==> src/rtl/mul16_seq_if.sv <==
// mul16_seq_if: operand/product valid-ready handshake bundle for mul16_seq.
interface mul16_seq_if;
  logic        in_valid;
  logic        in_ready;
  logic [15:0] a;
  logic [15:0] b;
  logic        out_valid;
  logic        out_ready;
  logic [15:0] product;
  logic        busy;
  modport master (output in_valid, a, b, out_ready, input in_ready, out_valid, product, busy);
  modport slave  (input in_valid, a, b, out_ready, output in_ready, out_valid, product, busy);
endinterface

==> src/rtl/mul16_seq.sv <==
// mul16_seq: sequential shift-and-add 16x16 -> 16-bit multiplier built around one add16.
module add16 (
  input  logic [15:0] x,
  input  logic [15:0] y,
  output logic [15:0] s
);
  assign s = x + y;
endmodule

module mul16_seq #(
  parameter int WIDTH      = 16,
  parameter bit EARLY_EXIT = 1'b1
) (
  input  logic        clk,
  input  logic        reset_n,
  mul16_seq_if.slave  bus
);
  localparam logic [1:0] IDLE = 2'd0;
  localparam logic [1:0] RUN  = 2'd1;
  localparam logic [1:0] DONE = 2'd2;

  logic [1:0]       state_q, state_d;
  logic [WIDTH-1:0] mcand_q, mcand_d;
  logic [WIDTH-1:0] mplier_q, mplier_d;
  logic [WIDTH-1:0] acc_q, acc_d;
  logic [WIDTH-1:0] product_q, product_d;
  logic [WIDTH-1:0] sum;
  logic [3:0]       count_q, count_d;
  logic             in_ready_q, in_ready_d;
  logic             out_valid_q, out_valid_d;
  logic             busy_q, busy_d;
  logic             last;

  add16 u_add (.x(acc_q), .y(mcand_q), .s(sum));

  // Stop after the 16th bit, or as soon as no multiplier bits remain to add.
  assign last = (count_q == 4'd15) || (EARLY_EXIT && (mplier_q[WIDTH-1:1] == '0));

  always_comb begin
    state_d     = state_q;
    mcand_d     = mcand_q;
    mplier_d    = mplier_q;
    acc_d       = acc_q;
    count_d     = count_q;
    product_d   = product_q;
    in_ready_d  = in_ready_q;
    out_valid_d = out_valid_q;
    busy_d      = busy_q;
    case (state_q)
      IDLE: if (bus.in_valid && in_ready_q) begin
        mcand_d    = bus.a;
        mplier_d   = bus.b;
        acc_d      = '0;
        count_d    = '0;
        state_d    = RUN;
        in_ready_d = 1'b0;
        busy_d     = 1'b1;
      end
      RUN: begin
        acc_d    = mplier_q[0] ? sum : acc_q;
        mcand_d  = mcand_q << 1;
        mplier_d = mplier_q >> 1;
        count_d  = count_q + 4'd1;
        if (last) begin
          product_d   = acc_d;
          out_valid_d = 1'b1;
          state_d     = DONE;
        end
      end
      DONE: if (bus.out_ready) begin
        out_valid_d = 1'b0;
        busy_d      = 1'b0;
        in_ready_d  = 1'b1;
        state_d     = IDLE;
      end
      default: begin
        state_d     = IDLE;
        in_ready_d  = 1'b1;
        out_valid_d = 1'b0;
        busy_d      = 1'b0;
      end
    endcase
  end

  always_ff @(posedge clk or negedge reset_n) begin
    if (!reset_n) begin
      state_q     <= IDLE;
      mcand_q     <= '0;
      mplier_q    <= '0;
      acc_q       <= '0;
      count_q     <= '0;
      product_q   <= '0;
      in_ready_q  <= 1'b1;
      out_valid_q <= 1'b0;
      busy_q      <= 1'b0;
    end else begin
      state_q     <= state_d;
      mcand_q     <= mcand_d;
      mplier_q    <= mplier_d;
      acc_q       <= acc_d;
      count_q     <= count_d;
      product_q   <= product_d;
      in_ready_q  <= in_ready_d;
      out_valid_q <= out_valid_d;
      busy_q      <= busy_d;
    end
  end

  assign bus.in_ready  = in_ready_q;
  assign bus.out_valid = out_valid_q;
  assign bus.product   = product_q;
  assign bus.busy      = busy_q;
endmodule

==> src/flat_wrapper.sv <==
// flat-port wrapper written by rule: the top's interface ports become plain ports
module mul16_seq_flat 
#(
  parameter int WIDTH      = 16,
  parameter bit EARLY_EXIT = 1'b1
)
  (clk, reset_n, bus_in_valid, bus_a, bus_b, bus_out_ready, bus_in_ready, bus_out_valid, bus_product, bus_busy);
  mul16_seq_if bus_i ();
  input  logic clk;
  input  logic reset_n;
  input wire logic [$bits(bus_i.in_valid)-1:0] bus_in_valid;
  input wire logic [$bits(bus_i.a)-1:0] bus_a;
  input wire logic [$bits(bus_i.b)-1:0] bus_b;
  input wire logic [$bits(bus_i.out_ready)-1:0] bus_out_ready;
  output wire logic [$bits(bus_i.in_ready)-1:0] bus_in_ready;
  output wire logic [$bits(bus_i.out_valid)-1:0] bus_out_valid;
  output wire logic [$bits(bus_i.product)-1:0] bus_product;
  output wire logic [$bits(bus_i.busy)-1:0] bus_busy;
  assign bus_i.in_valid = bus_in_valid;
  assign bus_i.a = bus_a;
  assign bus_i.b = bus_b;
  assign bus_i.out_ready = bus_out_ready;
  assign bus_in_ready = bus_i.in_ready;
  assign bus_out_valid = bus_i.out_valid;
  assign bus_product = bus_i.product;
  assign bus_busy = bus_i.busy;
  mul16_seq #(.WIDTH(WIDTH), .EARLY_EXIT(EARLY_EXIT)) u_core (.clk(clk), .reset_n(reset_n), .bus(bus_i));
endmodule
==> config.mk <==
export PLATFORM = sky130hd
export DESIGN_NAME = mul16_seq_flat
export DESIGN_NICKNAME = d
export VERILOG_FILES = /design/src/rtl/mul16_seq_if.sv /design/src/rtl/mul16_seq.sv /design/src/flat_wrapper.sv
export SDC_FILE = /design/constraint.sdc
export NUM_CORES = 1
export LEC_CHECK = 0
export BUFFER_PORTS_ARGS = -buffer_cell sky130_fd_sc_hd__buf_2
export CORE_MARGIN = 2
export CORE_UTILIZATION = 30
export CTS_BUF_LIST = sky130_fd_sc_hd__clkbuf_16
export DETAILED_ROUTE_END_ITERATION = 6
export GPL_ROUTABILITY_DRIVEN = 0
export GPL_TIMING_DRIVEN = 0
export PLACE_DENSITY = 0.46
export SLEW_MARGIN = 20
export SYNTH_ARGS = -nofsm -noshare
export SYNTH_HDL_FRONTEND = slang
export SYNTH_SLANG_ARGS = --single-unit
==> constraint.sdc <==
create_clock -name clk -period 3.2 [get_ports clk]
set_clock_uncertainty 0.05 [all_clocks]
set_input_delay 0.64 -clock clk [delete_from_list [all_inputs] [get_ports clk]]
set_output_delay 0.64 -clock clk [all_outputs]
set_load 0.05 [all_outputs]
==> impl_metrics.tcl <==
set metrics [dict create \
    via_per_inst 4.92 \
    final_cell_mix "sky130_fd_sc_hd__nand2_1, sky130_fd_sc_hd__dfrtp_1, sky130_fd_sc_hd__nor2_1, sky130_fd_sc_hd__buf_2, sky130_fd_sc_hd__o21ai_0" \
    max-vdd-ir-drop_mv 0.383 \
    rsz0062_at_grt "no" \
    complex_gate_fraction_of_the_synthesized_area_pct 19.9 \
    die_area_sq_um 14200 \
    max_freq_mhz 379 \
    worst_r2r_startpoint "u_core.acc_q[0]$_DFFE_PN0P_" \
    drt_iter0_drc 163 \
    effective_utilization_at_floorplan_pct 30.4 \
    cts.sink_count 73 \
    proportion_of_layout_cells_with_a_drive_suffix_above_1_pct 16.4 \
    grt_pass1_wl_um 18000 \
    clock_tree_from_tritoncts "yes" \
    fin_crit_ns 2.64 \
    synth_area_per_cell_sq_um 9.11 \
    synth_simple_gate_area_share_pct 18.6 \
    critPathMaxFanout 3 \
    mostFrequentLayoutCell "sky130_fd_sc_hd__nand2_1" \
    dp_slack_ns 0.578 \
    synth_largest_type_area_fraction_pct 45.3 \
    synth_flop_type "sky130_fd_sc_hd__dfrtp_1" \
    synthesis.instances 436 \
    placedCellCount 667 \
    final-max-slew-violation-count 0 \
    fin_worst_hold_slack_ns 0.165 \
    ys_seq_area_share_pct 46.0 \
    synth_xor_xnor_area_share_pct 2.64 \
    startpoint "u_core.acc_q[0]$_DFFE_PN0P_" \
    grt_util_all_layers_pct 16.3 \
    pre_repair_dr_iteration_count 4 \
    instances_no_fill 684 \
    antenna_violating_nets_post_route 0 \
    port_buffers 54 \
    cellLeakagePower_nw 2.19 \
    yosys_register_bits 73 \
    cts_max_path_buffers 2 \
    post_synth_mux_area_share_pct 3.81 \
    globalRoute.totalOverflow 0 \
    post_cts_sizing 0 \
    main_combinational_cell_family_by_area_after_synthesis "compound AO/OA/AOI/OAI gates" \
    timing_hold_violations_final 0 \
    design.portCount 55 \
    cp_data_arrival_time_ns 2.78 \
    setup_ws_ns 0.559 \
    die_h_um 119 \
    setup.worst_path.class "reg2reg" \
    fp-row-count 42 \
    wirelength_um 10800 \
    cts-buffers-inserted 9 \
    grt_antenna_before_repair 1 \
    timing.max_slew.rel_slack_pct 51.2 \
    hold_path.class "in2async" \
    cts-htree-levels 3 \
    place_hpwl_um 7910 \
    p_r_area_growth_vs_syn_pct 19.5 \
    post_synth_instance_area_sq_um 3970 \
    max_cap_violations 0 \
    syn-num-nets 489 \
    synthAdderAreaFrac_pct 5.54 \
    netlist-cell-type-count 57 \
    power_mw 5.69 \
    post_route_clock_period_utilization_pct 82.5 \
    clk_pin_slew_worst_paths_ns 0.06 \
    synth-edff-count 0 \
    crit_required_ns 3.33 \
    postCtsHoldBufs 0 \
    wl_per_cell_um 15.8 \
    ys.warnings.count 0 \
    post-cts-setup-buffers 0 \
    clkLatencyLatePin_ns 0.34 \
    timing_worst_slew_pin_value_ns 0.733 \
    remaining_drc_errors 0 \
    setup-tns-final_ns 0 \
    ctsRootBufferMaster "sky130_fd_sc_hd__clkbuf_16" \
    final_net_count 555 \
    die-width_um 119 \
    async_flop_share_pct 100 \
    crit_path_start_kind "register" \
    first_global_vias 3387 \
    route.vias.total 3366 \
    final_setup_violating_endpoints 0 \
    top_cells_by_area_in_the_synthesized_netlist "sky130_fd_sc_hd__dfrtp_1, sky130_fd_sc_hd__nand2_1, sky130_fd_sc_hd__nor2_1" \
    worst_setup_path_end_kind "register" \
    power_density_nw_per_um2 1200 \
    grt_start_max_net_pins 50 \
    fp.coreArea_sq_um 13100 \
    synth_largest_area_cell "sky130_fd_sc_hd__dfrtp_1" \
    outcome "completed" \
]
-- registers in the layout (all words and copies together) (netlist names) --
signal                cells
u_core.acc_q             16
u_core.bus.busy           1
u_core.bus.in_ready       1
u_core.bus.out_valid      1
u_core.bus.product       16
u_core.count_q            4
u_core.mcand_q           16
u_core.mplier_q          16
u_core.state_q            2
-- through the flow --
stage	area, sq um	utilization [%]
after floorplan	3970	-
after global placement	4460	34.1
after detailed placement	4490	34.3
after CTS	4750	36.3
after global routing	4750	36.3
final	4750	36.3
-- logic make-up (layout without fill, tap and decap cells) --
family	Yosys count	in the layout
flip-flops	73	73
XOR/XNOR	12	12
other	0	1
AND/OR/NAND/NOR	171	171
buffers and inverters	30	101
AO/OA/AOI/OAI	118	118
multiplexers	15	15
adder cells (fa/ha/maj)	17	17
-- synth_stat cells (all sizes together) (4+ instances only) --
master	count
mux2i	14
dfrtp	72
o21ai	31
nor2	57
buf	5
inv	4
clkbuf	21
nand3	11
a22o	12
xor2	4
o22ai	12
a21oi	18
nand2	77
ha	16
a31oi	19
o21a	5
xnor2	8
a21o	4
-- worst paths after layout --
check / to / depth (start not counted) / slack [ns]
max in group asynchronous: u_core.bus.in_ready$_DFFE_PN1P_ / 2 / 2.31
hold / removal: u_core.acc_q[7]$_DFFE_PN0P_ / 1 / 0.16
min in group clk: u_core.bus.product[9]$_DFFE_PN0P_ / 2 / 0.42
hold reg to reg: u_core.bus.product[9]$_DFFE_PN0P_ / 2 / 0.42
setup reg to reg: u_core.bus.product[14]$_DFFE_PN0P_ / 8 / 0.56
setup / recovery: u_core.bus.product[14]$_DFFE_PN0P_ / 8 / 0.56
-- final cells by class --
| class | instances | area, sq um |
|---|---|---|
| Antenna cell | 1 | 2.50 |
| Buffer | 26 | 124 |
| Clock buffer | 9 | 225 |
| Clock inverter | 7 | 27.5 |
| Fill cell | 1371 | 8340 |
| Inverter | 4 | 15.0 |
| Multi-Input combinational cell | 333 | 2010 |
| Sequential cell | 73 | 1830 |
| Tap cell | 176 | 220 |
| Timing Repair Buffer | 55 | 300 |
-- where the power goes --
| group | switching (mW) | internal (mW) |
|---|---|---|
| combinational | 1.94 | 1.22 |
| clock | 0.392 | 0.507 |
| sequential | 0.306 | 1.31 |
| total | 2.64 | 3.04 |
-- per-layer routing --
layer,wire [um],GRT usage [%],up-vias
met5,0,0,-
met4,140,4.91,0
met3,420,4.36,13
met2,5040,26.0,53
met1,5220,21.8,1620
li1,-,-,1680
-- worst max-delay path, cell delays in order (launching register included) --
cell and delay, ns:
sky130_fd_sc_hd__dfrtp_1 0.39, sky130_fd_sc_hd__ha_1 0.23, sky130_fd_sc_hd__fa_1 0.42, sky130_fd_sc_hd__a21oi_1 0.24
sky130_fd_sc_hd__o211ai_1 0.17, sky130_fd_sc_hd__a31oi_1 0.38, sky130_fd_sc_hd__a31o_2 0.25, sky130_fd_sc_hd__mux2i_1 0.19
sky130_fd_sc_hd__o311ai_0 0.14
No activity file was read; power rests on OpenSTA's default activity.
